File: src/rtl/rx_stat_meter.sv
// rtl/rx_stat_meter.sv - per-port rx statistics: pps, throughput, latency and last source IPv4 per gate window
// Optional build macro RX_STAT_MAXLAT_EN: latency reports the window maximum instead of the last sample.
module rx_stat_meter #(
  parameter int GATE_TICKS     = 156250000,
  parameter int OVERHEAD_BYTES = 20,
  parameter int TS_W           = 24
) (
  input  logic            clk,
  input  logic            rst_n,
  input  logic            frame_valid,
  input  logic            frame_ok,
  input  logic [15:0]     frame_len,
  input  logic [31:0]     src_ip,
  input  logic            ts_valid,
  input  logic [TS_W-1:0] ts_tx,
  input  logic [TS_W-1:0] ts_now,
  input  logic            stat_clr,
  output logic [31:0]     pps,
  output logic [31:0]     throughput,
  output logic [TS_W-1:0] latency,
  output logic [31:0]     ipv4_ip,
  output logic            gate_tick
);

  localparam int CW = $clog2(GATE_TICKS);
  localparam logic [CW-1:0] TERM_CNT = CW'(GATE_TICKS - 1);

  logic [CW-1:0]   gate_cnt;
  logic [31:0]     frm_acc;
  logic [31:0]     byte_acc;
  logic [TS_W-1:0] lat_acc;
  logic            lat_seen;
  logic [TS_W-1:0] lat_s;
  logic            lat_s_valid;

  logic            good;
  logic            term;
  logic [31:0]     frm_nxt;
  logic [32:0]     byte_sum;
  logic [31:0]     byte_nxt;
  logic [TS_W-1:0] lat_base;
  logic            seen_base;
  logic [TS_W-1:0] lat_acc_nxt;
  logic            lat_seen_nxt;

  assign good = frame_valid & frame_ok;
  assign term = (gate_cnt == TERM_CNT);

  // Next accumulator values including the current event; both counters saturate instead of wrapping.
  always_comb begin
    frm_nxt  = frm_acc;
    byte_sum = {1'b0, byte_acc} + 33'(frame_len) + 33'(OVERHEAD_BYTES);
    byte_nxt = byte_acc;
    if (good) begin
      if (frm_acc != 32'hFFFF_FFFF) frm_nxt = frm_acc + 32'd1;
      byte_nxt = byte_sum[32] ? 32'hFFFF_FFFF : byte_sum[31:0];
    end
  end

  // Latency tracker update; a sample leaving the pipeline on the close cycle seeds the next window.
  always_comb begin
    lat_base     = term ? '0 : lat_acc;
    seen_base    = term ? 1'b0 : lat_seen;
    lat_acc_nxt  = lat_base;
    lat_seen_nxt = seen_base;
    if (lat_s_valid) begin
      lat_seen_nxt = 1'b1;
`ifdef RX_STAT_MAXLAT_EN
      lat_acc_nxt = (lat_s > lat_base) ? lat_s : lat_base;
`else
      lat_acc_nxt = lat_s;
`endif
    end
  end

  // One-cycle latency sample stage: wrapping difference of local and embedded timestamps.
  always_ff @(posedge clk) begin
    if (!rst_n || stat_clr) begin
      lat_s       <= '0;
      lat_s_valid <= 1'b0;
    end else begin
      lat_s       <= ts_now - ts_tx;
      lat_s_valid <= good & ts_valid;
    end
  end

  // Gate counter, accumulators and registered result outputs; clear beats any event or close.
  always_ff @(posedge clk) begin
    if (!rst_n || stat_clr) begin
      gate_cnt   <= '0;
      frm_acc    <= '0;
      byte_acc   <= '0;
      lat_acc    <= '0;
      lat_seen   <= 1'b0;
      pps        <= '0;
      throughput <= '0;
      latency    <= '0;
      ipv4_ip    <= '0;
      gate_tick  <= 1'b0;
    end else begin
      gate_tick <= term;
      lat_acc   <= lat_acc_nxt;
      lat_seen  <= lat_seen_nxt;
      if (good) ipv4_ip <= src_ip;
      if (term) begin
        gate_cnt   <= '0;
        pps        <= frm_nxt;
        throughput <= byte_nxt;
        if (lat_seen) latency <= lat_acc;
        frm_acc    <= '0;
        byte_acc   <= '0;
      end else begin
        gate_cnt <= gate_cnt + 1'b1;
        frm_acc  <= frm_nxt;
        byte_acc <= byte_nxt;
      end
    end
  end

endmodule

File: config.mk
export PLATFORM = sky130hd
export DESIGN_NAME = rx_stat_meter
export DESIGN_NICKNAME = d
export VERILOG_FILES = /design/src/rtl/rx_stat_meter.sv
export SDC_FILE = /design/constraint.sdc
export NUM_CORES = 1
export LEC_CHECK = 0
export BUFFER_PORTS_ARGS = -buffer_cell sky130_fd_sc_hd__buf_2
export CELL_PAD_IN_SITES_DETAIL_PLACEMENT = 1
export CELL_PAD_IN_SITES_GLOBAL_PLACEMENT = 1
export CORE_MARGIN = 5
export CORE_UTILIZATION = 37
export CTS_CLUSTER_DIAMETER = 60
export DETAILED_ROUTE_END_ITERATION = 7
export GPL_ROUTABILITY_DRIVEN = 0
export PLACE_DENSITY = 0.74
export SYNTH_ARGS = -nofsm -noshare
export SYNTH_HDL_FRONTEND = slang
export SYNTH_SLANG_ARGS = --single-unit
File: constraint.sdc
create_clock -name clk -period 2.5 [get_ports clk]
set_input_delay 0 -clock clk [delete_from_list [all_inputs] [get_ports clk]]
set_output_delay 0 -clock clk [all_outputs]
set_load 0.01 [all_outputs]
; ---- Yosys cells after proc, flatten, opt, wreduce, memory -nomap -nowiden
; Cells that the tools add are included.
[totals]
word_cells = 34
regBits = 263
out_inout_bits = 121
inputBits = 102
[op_classes]
mux = 8
bitwise_logic = 2
n_eq_ne = 2
n_reduce_logical = 5
add_sub_neg = 5
[op_table]
columns = op, n
row1 = $mux W32, 4
row2 = $mux W24, 2
row3 = $add A32 B16 Y33, 1
row4 = $add A33 B5 Y33 const B, 1
row5 = $add A32 B1 Y32 const B, 1
row6 = $ne A32 B32 Y1 const B, 1
row7 = $add A28 B1 Y28 const B, 1
row8 = $eq A28 B28 Y1 const B, 1
row9 = $sub A24 B24 Y24, 1
row10 = $and A1 B1 Y1, 2
row11 = $mux W1, 2
row12 = $reduce_and A2 Y1, 1
row13 = $reduce_bool A2 Y1, 1
row14 = $reduce_or A2 Y1, 1
row15 = $logic_not A1 Y1, 1
row16 = $logic_or A1 B1 Y1, 1

; ---- Depth between registers and ports, before layout
; Gate-level depths: netlist (run 1).
[depth]
word_depth = 4
mapped_depth = 13
ltp_nobuf = 12

; ---- Worst setup path after synthesis (run 1)
; Ideal clock, no wire load.
[synth_path]
path_type = reg2reg
startpoint = register byte_acc[1]
endpoint = register throughput[23]
setup_slack_ns = -0.273
arrival_time_ns = 2.640
setup_ns = 0.133
n_path_buf = 0
path_stages_with_launch = 12
t_required_ns = 2.367
period_less_slack_ns = 2.773
cell_sequence = dfxtp_1 -> ha_1 -> ha_1 -> fa_1 -> a21o_1 -> a221oi_1 -> o31a_1 -> o21bai_2 -> nand4_1 -> nor2_1 -> nor3b_1 -> a21oi_1
[synth_via]
elab_chain_len = 4
[synth_lines]
columns = item, line
row1 = "start, declared", 30  ; logic [31:0] byte_acc;
row2 = "start signal, assigned", 115  ; byte_acc <= byte_nxt;
row3 = $add A32 B16 Y33, 52  ; byte_sum = {1'b0, byte_acc} + 33'(frame_len) + 33'(OVERHEAD_BYTES);
row4 = $add A33 B5 Y33, 52
row5 = $mux W32, 56  ; byte_nxt = byte_sum[32] ? 32'hFFFF_FFFF : byte_sum[31:0];
row6 = $mux W32, 54  ; if (good) begin
row7 = "end signal, assigned", 108  ; throughput <= byte_nxt;
row8 = "end, declared", 19  ; output logic [31:0] throughput,
; Every way passes these cells.
; A chain may end at the register's enable or synchronous reset.

; ---- Final worst setup path (run 1)
[layout_path]
startpoint = register byte_acc[1]
endpoint = register throughput[15]
; Same word-level chain as after synthesis.

==> results of run 1 <==
-- layer usage --
metal	part of all wire	up-vias
met5	0.00027	-
met4	0.026	2
met3	0.052	87
met2	0.48	336
met1	0.44	5792
li1	-	5571
-- worst min path at each step --
stage	slack [ns]	end	cells after the start
6_report	0.03	lat_s[4]	5
5_1_grt	0.05	lat_s[7]	5
4_1_cts	0.0002	lat_s[4]	5
3_5_place_dp	0.25	ipv4_ip[14]	3
3_3_place_gp	0.25	ipv4_ip[6]	3
2_1_floorplan	0.14	ipv4_ip[0]	2
-- worst max-delay path: cells and delay by family, from the launching register on --
kind                       cells  cell delay [ns]
buffers and inverters          2             0.26
xor gates and xnor gates       1             0.18
DFF                            1             0.35
adders and majority gates      3             0.72
AOI/OAI and AO/OA              7             1.35
-- registers in the layout, indices dropped and copies added, names as in the netlist --
register and flops:
lat_seen 1, byte_acc 32, latency 24, ipv4_ip 32, pps 32, lat_s 24
throughput 32, gate_cnt 28, frm_acc 32, gate_tick 1, lat_s_valid 1, lat_acc 24
-- repair_timing --
action,CTS,global route
pin swaps,31,46
cloned,3,0
endpoints found under the setup margin,64,73
endpoints found under the hold margin,61,0
resized for setup,83,79
hold buffers,64,0
buffers inserted,19,25
-- stage by stage --
step | instances | hold slack, ns | TNS, ns | total power, mW | utilization
5_1_grt | 2203 | 0.0524 | -20.57 | 10.2 | 0.527
3_5_place_dp | 2043 | 0.249 | -30.20 | 5.24 | 0.436
3_3_place_gp | 2043 | 0.245 | -25.58 | 5.22 | 0.436
6_report | 2204 | 0.0264 | -14.87 | 9.83 | 0.527
2_1_floorplan | 1420 | 0.136 | -0.0127 | 4.90 | -
4_1_cts | 2181 | 0.000211 | -4.06 | 9.80 | 0.510
-- area by class of cell --
type,count,share of cell area
Sequential cell,263,0.317
Multi-Input combinational cell,1045,0.419
Clock inverter,6,0.00369
Tap cell,402,0.0302
Antenna cell,2,0.000301
Clock buffer,48,0.0547
Inverter,39,0.00895
Timing Repair Buffer,399,0.165
-- power groups by stage --
stage	clock (mW)	combinational (mW)	sequential [mW]
floorplan	0	0.538	4.36
global placement	0	0.852	4.36
detailed placement	0	0.878	4.37
CTS	4.43	1.09	4.28
global route	4.63	1.30	4.28
finish	4.34	1.21	4.28
-- cell families (layout without fill, tap and decap cells) --
group                      count (synthesis)  count (layout)  synth area share
buffers and inverters                    114             492            0.0426
DFF                                      263             263             0.445
xor gates and xnor gates                  91              91            0.0673
and+or+nand+nor                          575             575             0.220
other                                      0               2                 0
adders and majority gates                 59              59            0.0636
AOI/OAI and AO/OA                        313             315             0.157
muxes                                      5               5           0.00423
-- cells in the final DEF (no fill, tap or decap), drive strengths merged, types with 40 or more instances in the layout --
master and n:
dlygate4sd3 64, clkbuf 49, ha 57, a21oi 153, dfxtp 263, o21ai 55, nor2 209, xor2 51
buf 334, xnor2 40, nand2 216
==> metrics.txt, run 1 <==
crit path launch byte_acc[1]; Crit-path slowest cell dfxtp_2; CP Launch Type register; EDFF count, synth 0; area leader, netlist dfxtp_1; count of state elements after synthesis 263; cell area after synthesis 11800 um^2; Psw approximately 2.4 mW; first-pass GRT wire length 65.3 mm; routed vias 11.8k; number of buffers inserted during clock tree synthesis 30; largest net degree at the start of global routing 123; Site Rows 65; Filler Cells Inserted 3613; flop-to-flop setup slack -0.45 ns; grt ovf 0; PwrDens 591 nW/um^2; share of layout cells above drive strength 1 0.293; M1 GR Usage 0.283; Power Internal 7.39 mW; clk slew on worst S/H paths 0.06 ns; final hold viol count 0; actual slew at the worst max-slew pin 0.753 ns; syn_area_per_cell about 8.3 um^2; syn_nets 1581; crit-path cells ha_4 > ha_4 > buf_6 > fa_2 > a21o_1 > a221oi_2 > o31a_1 > buf_6 > o21ai_1 > a21oi_2 > xnor2_1 > o221ai_1 > a21oi_1; H-tree depth 1; status finished with violations; drt via density 5.35; synth unique cells 67; Starting Density 0.375; total track usage 0.219; critical path's largest stage delay 0.35 ns; sw frac 0.248; leakage 6.99 nW; Finished Cell Area 16600 um^2; crit path capture type register; Multi-input gate area 6970 um^2; vias in the first global route 12.3k; storage element area around 5300 um^2; async set or reset register ratio after synthesis 0; most frequent cell after synthesis dfxtp_1; Crit Reg-Reg Startpoint byte_acc[1]; Routed Wire Length 43.8 mm; num ports 223; Tcrit/Tclk final 1.18; Reg2Reg Capture Point throughput[15]; Place WS -0.857 ns; initial antenna violation count 3; Setup Viol. Count Final 63; GRT busiest layer met2; clk_skew 0.00940 ns; area grow syn2layout 40.4%; post-synth top area share 0.445; Synth top cells by count dfxtp_1, nand2_1, nor2_1, a21oi_1, ha_1; Final min period 2.95 ns; Ys Warns 0; clk root buf clkbuf_16; VDD IR max 0.528 mV; Core Region approximately 32000 um^2; critical path fanouts, max 5; CP required 2.96 ns; WP data arrival between 3 and 4 ns; initial DRC count 601; Sinks on Clock Net between 200 and 300; Pre-Repair DR Iteration Count 5; IO buf count 222; Clock Latency Late Sink 0.55 ns; RSZ-0062 raised after global routing true; end of the critical path throughput[15]; final slew viol count 0; Gate Count Post-Synth 1420; Placed Area about 14000 um^2; met3 Use GR 0.0400; maxcap violations 0; Layout Nets between 1.5k and 2k; post-route setup slack -0.451 ns; Reg2Reg Depth 13; Flop pwr share 0.435; most area-consuming cells after synthesis dfxtp_1, nand2_1, nor2_1, a21oi_1, ha_1; Wirelength per Cell 19.9 um; failing checks setup timing; Post-synth top flop dfxtp_1; Die H 189 um; part of the power in combinational logic 0.123; Final ANT Viol Nets 0; Peak Freq roughly 340 MHz; Die Span X around 190 um; hold_sp ts_tx[4]; Hold Path Class in2reg; Clock Tree Buf Depth 3; post-synthesis sequential area ratio 0.445; Die Area 35700 um^2; met2 GRT Util 0.384; Final HPWL DP 26.1 mm; clock group share of total power 0.441; DRC viols 0; Crit Path Class reg2reg; CTS tree built; Slew HR 0.496
Power figures use the tool's default switching activity.
==> run 2: changes to the inputs <==
--- a/config.mk
+++ b/config.mk
@@ -13,7 +13,7 @@
 export CTS_CLUSTER_DIAMETER = 60
 export DETAILED_ROUTE_END_ITERATION = 7
 export GPL_ROUTABILITY_DRIVEN = 0
-export PLACE_DENSITY = 0.74
+export PLACE_DENSITY_LB_ADDON = 0.1
 export SYNTH_ARGS = -nofsm -noshare
 export SYNTH_HDL_FRONTEND = slang
 export SYNTH_SLANG_ARGS = --single-unit
==> run 2 against run 1 <==
The run still ends with setup timing left. Sequential power is essentially flat. Largest power group unchanged. Via count shrank 5.1%. Cell count shrank 0.18%. First-iteration DRC count shrank 25%. Fmax grew 6.3%. Critical endpoint is now throughput[13]. Critical path depth grew 1. Setup slack gained 0.18 ns. Flip-flop and latch count is the same. Total power shrank 0.46%. Global-route usage shrank 1.2 points. Routed wire length shrank 12%. Core utilization shrank 0.93 points.
==> metrics.txt, run 2 (same netlist as run 1, synthesis figures left out) <==
status finished with violations; failing checks setup timing; CTS tree built; VDD IR max 0.491 mV (-7.0%); CP required 2.97 ns (about the same); Setup TNS -5.97 ns (+8.90 ns); final slew viol count 0 (unchanged); WP depth 14 (+1); area grow syn2layout 38.0%; Layout Nets 1939 (unchanged); initial DRC count 449 (-25%); critical path's largest stage delay 0.40 ns (+0.05 ns); Sinks on Clock Net 263 (unchanged); Slew HR 0.490 (-0.00588); maxcap violations 0 (unchanged); total track usage 0.207 (-0.0116); part of the power in combinational logic 0.116 (-0.007); Psw 2.38 mW (-2.3%); flop-to-flop setup slack -0.28 ns (+0.18 ns); Clock Latency Late Sink 0.55 ns (about the same); CP Launch Type register; number of buffers inserted during clock tree synthesis 31 (+3.3%); crit-path cells inv_2 > ha_4 > inv_2 > buf_6 > fa_2 > a21o_1 > a221oi_2 > o31a_1 > buf_6 > o21bai_4 > a21oi_4 > xnor2_2 > o221ai_1 > a21oi_1; Die Area 35700 um^2 (unchanged); Place WS -0.897 ns (-0.0397 ns); clock group share of total power 0.447 (+0.006); commonest non-fill, non-tap cells in the layout dfxtp_1, buf_2, nand2_1; total power 9.78 mW (-0.46%); num ports 223 (unchanged); share of layout cells above drive strength 1 0.279 (-0.0141); Pre-Repair DR Iteration Count 4 (-1); Final HPWL DP 25.8 mm (-1.2%); final core occ 0.518 (-0.00928); WP data arrival 3.25 ns (-0.16 ns); Reg2Reg Depth 14 (+1); Peak Freq 360 MHz (+6.3%); Routed Wire Length 38.5 mm (-12%); Power Internal 7.40 mW (+0.16%); Setup Viol. Count Final 55 (-13%); Wirelength per Cell 17.5 um (-12%); Core Region 31600 um^2 (unchanged); final hold viol count 0 (unchanged); Die H 189 um (unchanged); post-route setup slack -0.275 ns (+0.176 ns); Clock Tree Buf Depth 3 (unchanged); largest net degree at the start of global routing 64 (-48%); Crit Path Class reg2reg; IO buf count 222 (unchanged); Site Rows 65 (unchanged); Starting Density 0.375 (unchanged); PwrDens 599 nW/um^2 (+1.3%); Inst Count DP 2054 (+0.54%); Final min period 2.78 ns (-0.176 ns); Cells on Worst Hold Path 5 (unchanged); Final ANT Viol Nets 0 (unchanged); commonest non-fill, non-tap cell in the layout dfxtp_1; Tcrit/Tclk final 1.11 (-0.0703); leakage 6.91 nW (-1.2%); routed vias 11.2k (-5.1%); drt via density 5.09 (-4.9%); Flop pwr share 0.437 (+0.002); sw frac 0.243 (-0.00471); grt ovf 0 (unchanged); vias in the first global route 11.8k (-3.4%); crit path capture type register; clk_skew 0.0140 ns (+0.00459 ns); first-pass GRT wire length 61.8 mm (-5.4%); Antenna diodes 0 (-2); clk root buf clkbuf_16; RSZ-0062 raised after global routing true; H-tree depth 1 (unchanged); initial antenna violation count 0 (-3); Buf+Inv Stages, Crit Path 4 (+2); actual slew at the worst max-slew pin 0.762 ns (+0.00878 ns); DRC viols 0 (unchanged); Filler Cells Inserted 3720 (+3.0%); critical path fanouts, max 3 (-2); Final Hold Slack 0.0311 ns (+0.00475 ns); Placed Area 13900 um^2 (+0.60%); clk slew on worst S/H paths 0.06 ns (about the same); Die Span X 189 um (unchanged); number of non-filler instances in the completed layout 2200 (-0.18%); Hold Path Class in2reg; Top delay family on crit path compound AO/OA/AOI/OAI gates; Finished Cell Area 16300 um^2 (-1.8%); Crit-path slowest cell fa_2
-- run 2: worst paths after layout --
| check | start | endpoint |
|---|---|---|
| hold / removal | ts_tx[8] | lat_s[8] |
| hold reg to reg | gate_cnt[0] | gate_cnt[0] |
| setup reg to reg | byte_acc[2] | throughput[13] |
| setup / recovery | byte_acc[2] | throughput[13] |
-- run 2: repair_timing --
action / in CTS / in global routing
setup buffers: 12 / 11
hold buffers: 68 / 0
resized for setup: 71 / 40
gates cloned: 2 / 0
hold endpoints to repair: 62 / 0
pin swaps: 43 / 42
setup endpoints to repair: 64 / 68
-- run 2: final cells by class --
type,count,area (um^2),share of cell area
repair buffers,398,2680,0.164
clock buffers,43,871,0.0533
inverters,39,149,0.00911
clock inverters,10,110,0.00674
well taps,402,503,0.0308
multi-input cells,1045,6750,0.413
flip-flops and latches,263,5280,0.323
-- run 2: power by group through the flow --
stage          logic (mW)  clock network (mW)  registers, mW
2_1_floorplan       0.538                   0           4.36
3_3_place_gp        0.865                   0           4.37
3_5_place_dp        0.887                   0           4.37
4_1_cts              1.08                4.50           4.28
5_1_grt              1.24                4.67           4.28
6_report             1.13                4.37           4.28
-- run 2: layer usage --
metal  share of wire  wire length (um)  GRT usage  up-vias
li1                -                 -          -     5576
met1            0.48             18500      0.283     5339
met2            0.46             17800      0.352      228
met3           0.041              1570     0.0282       48
met4           0.016               630     0.0440        0
met5               0                 0          0        -
-- run 2: tightest hold or removal path, cell delays in order --
cell    delay (ns)
buf_2         0.10
inv_1         0.05
ha_1          0.19
xor2_1        0.08
nor2_1        0.10
==> run 3: changes to the inputs <==
--- a/config.mk
+++ b/config.mk
@@ -5,15 +5,16 @@
 export SDC_FILE = /design/constraint.sdc
 export NUM_CORES = 1
 export LEC_CHECK = 0
+export ABC_AREA = 1
 export BUFFER_PORTS_ARGS = -buffer_cell sky130_fd_sc_hd__buf_2
 export CELL_PAD_IN_SITES_DETAIL_PLACEMENT = 1
 export CELL_PAD_IN_SITES_GLOBAL_PLACEMENT = 1
 export CORE_MARGIN = 5
-export CORE_UTILIZATION = 37
+export CORE_UTILIZATION = 36
 export CTS_CLUSTER_DIAMETER = 60
 export DETAILED_ROUTE_END_ITERATION = 7
 export GPL_ROUTABILITY_DRIVEN = 0
-export PLACE_DENSITY_LB_ADDON = 0.1
+export PLACE_DENSITY = 0.85
 export SYNTH_ARGS = -nofsm -noshare
 export SYNTH_HDL_FRONTEND = slang
 export SYNTH_SLANG_ARGS = --single-unit
==> run 3 against run 2 <==
The run now ends clean. Die area increased by 19%. Via count increased by 32%. Flip-flop and latch count unchanged. Critical endpoint is now byte_acc[17]. Highest routed layer is now met5.
==> metrics.txt, run 3 <==
status completed; Post-synth top flop dfxtp_1; area grow syn2layout 26.2%; async set or reset register ratio after synthesis 0 (unchanged); RSZ-0062 raised after global routing true; cell area after synthesis 13900 um^2 (+17%); WP data arrival 2.82 ns (-0.43 ns); actual slew at the worst max-slew pin 1.00 ns (+0.239 ns); Tcrit/Tclk final 0.956 (-0.154); Synth top cells by count nand2_1, dfxtp_1, nor2_1, inv_1, nand3_1; critical path fanouts, max 4 (+1); maxcap violations 0 (unchanged); num ports 223 (unchanged); Final min period 2.39 ns (-0.386 ns); Final Hold Slack 0.0206 ns (-0.0105 ns); synth unique cells 40 (-40%); EDFF count, synth 0 (unchanged); most frequent cell after synthesis nand2_1; Flop pwr share 0.414 (-0.023); Starting Density 0.366 (-0.00913); Psw 2.57 mW (+7.8%); Layout Nets 2543 (+31%); part of the power in combinational logic 0.106 (-0.010); Filler Cells Inserted 4967 (+34%); clk slew on worst S/H paths 0.06 ns (about the same); number of non-filler instances in the completed layout 2917 (+33%); clk root buf clkbuf_16; end of the critical path byte_acc[17]; commonest non-fill, non-tap cell in the layout nand2_1; Place WS 0.0821 ns (+0.979 ns); Gate Count Post-Synth 2101 (+48%); Power Internal 7.76 mW (+4.8%); initial DRC count 721 (+61%); Die Area 42500 um^2 (+19%); post-synth top area share 0.380 (-0.0646); sw frac 0.249 (+0.00521); initial antenna violation count 2 (+2); Site Rows 71 (+9.2%); CTS tree built; Hold Path Class in2reg; Crit Reg-Reg Startpoint byte_acc[1]; Inst Count DP 2790 (+36%); H-tree depth 2 (+1); DRC viols 0 (unchanged); vias in the first global route 15.9k (+34%); routed vias 14.7k (+32%); CP Launch Type register; Slew HR 0.327 (-0.163); grt ovf 0 (unchanged); most area-consuming cells after synthesis dfxtp_1, nand2_1, nand3_1, nor2_1, inv_1; Reg2Reg Depth 12 (-2); largest net degree at the start of global routing 77 (+20%); total power 10.3 mW (+5.5%); Crit Path Class reg2reg; Core Region 37800 um^2 (+20%); crit path capture type register; clk_skew 0.0183 ns (+0.00433 ns); number of buffers inserted during clock tree synthesis 34 (+9.7%); Final ANT Viol Nets 0 (unchanged); PwrDens 590 nW/um^2 (-1.4%); Sinks on Clock Net 263 (unchanged); crit path launch byte_acc[1]; final core occ 0.462 (-0.0555); post-route setup slack 0.111 ns (+0.386 ns); first-pass GRT wire length 76.9 mm (+25%); CP required 2.93 ns (-0.04 ns); area leader, netlist dfxtp_1; count of state elements after synthesis 263 (unchanged); clock group share of total power 0.479 (+0.032); syn_area_per_cell 6.59 um^2 (-21%); IO buf count 222 (unchanged); leakage 8.37 nW (+21%); final hold viol count 0 (unchanged); Clock Latency Late Sink 0.53 ns (-0.02 ns); Pre-Repair DR Iteration Count 5 (+1); Reg2Reg Capture Point byte_acc[17]; post-synthesis sequential area ratio 0.380 (-0.0646); Die Span X 206 um (+9.2%); Ys Warns 0 (unchanged); Final HPWL DP 34.6 mm (+34%); share of layout cells above drive strength 1 0.160 (-0.120); Routed Wire Length 47.6 mm (+23%); setup bufs post-CTS 0 (-12); total track usage 0.219 (+0.0122); syn_nets 2262 (+43%); final slew viol count 0 (unchanged); Peak Freq 419 MHz (+16%); commonest non-fill, non-tap cells in the layout nand2_1, dfxtp_1, nor2_1; Die H 206 um (+9.2%); flop-to-flop setup slack 0.11 ns (+0.39 ns); Clock Tree Buf Depth 3 (unchanged); Wirelength per Cell 16.3 um (-6.9%); VDD IR max 0.321 mV (-35%); drt via density 5.05 (-0.67%); Setup Viol. Count Final 0 (-100%)
-- run 3: cell count changes after synthesis, moves of 32 or more --
cell / delta
xor2_1: -36
nand2_1: +461
inv_1: +174
nand3_1: +174
a21oi_1: -44
nor3_1: +32
-- run 3: logic make-up after synthesis --
logic type,share of synthesized area
simple gates,0.388
flops,0.380
xor+xnor,0.0152
buf+inv,0.0851
mux,0.00144
fa+ha+maj,0.0544
compound gates,0.0760
-- run 3: repair_timing --
item / in CTS / in global routing
hold buffers: 65 / 0
resized for setup: 0 / 24
endpoints found under the hold margin: 59 / 0
endpoints found under the setup margin: 0 / 60
-- run 3: routing by layer --
layer  vias to the layer above  global-route usage  wire length, um
li1                       7245                   -                -
met4                         2               0.106             2200
met5                         -                   0               13
met1                      7041               0.246            19600
met2                       319               0.402            23600
met3                       132              0.0347             2080
-- run 3: worst min-delay path by stage --
stage               depth (start not counted)     start     endpoint
CTS                                         4  ts_tx[6]     lat_s[6]
finish                                      4  ts_tx[6]     lat_s[6]
floorplan                                   2  ts_valid  lat_s_valid
global route                                4  ts_tx[6]     lat_s[6]
detailed placement                          3  ts_valid  lat_s_valid
global placement                            3  ts_valid  lat_s_valid
-- run 3: worst max-delay path, cell delays in order, from the launching register on --
cell and delay [ns]:
dfxtp_1 0.32, ha_1 0.28, ha_1 0.26, fa_1 0.42, nand3_1 0.13, nand3_2 0.13
nand2_1 0.09, nand3_1 0.14, nand2_1 0.11, nand2_1 0.10, nand3_1 0.10, nand3_2 0.08
and2_1 0.14
-- run 3: power by group through the flow --
stage	combinational (mW)	sequential, mW	clock [mW]
CTS	1.05	4.28	5.10
floorplan	0.620	4.37	0
finish	1.10	4.28	4.95
detailed placement	0.958	4.37	0
global placement	0.919	4.36	0
global route	1.22	4.28	5.29
-- run 3: area by class of cell --
type,instances,area (um^2),area share
Multi-Input combinational cell,1546,7570,0.433
Sequential cell,263,5270,0.301
Timing Repair Buffer,314,2030,0.116
Clock buffer,51,1040,0.0594
Inverter,223,838,0.0479
Tap cell,511,639,0.0366
Clock inverter,8,106,0.00608
Antenna cell,1,2.50,0.000143
-- run 3: through the flow --
step           cell area (um^2)  setup TNS (ns)
4_1_cts                   17300               0
2_1_floorplan             13900               0
3_3_place_gp              15500               0
5_1_grt                   17500          -0.156
3_5_place_dp              15500               0
6_report                  17500               0
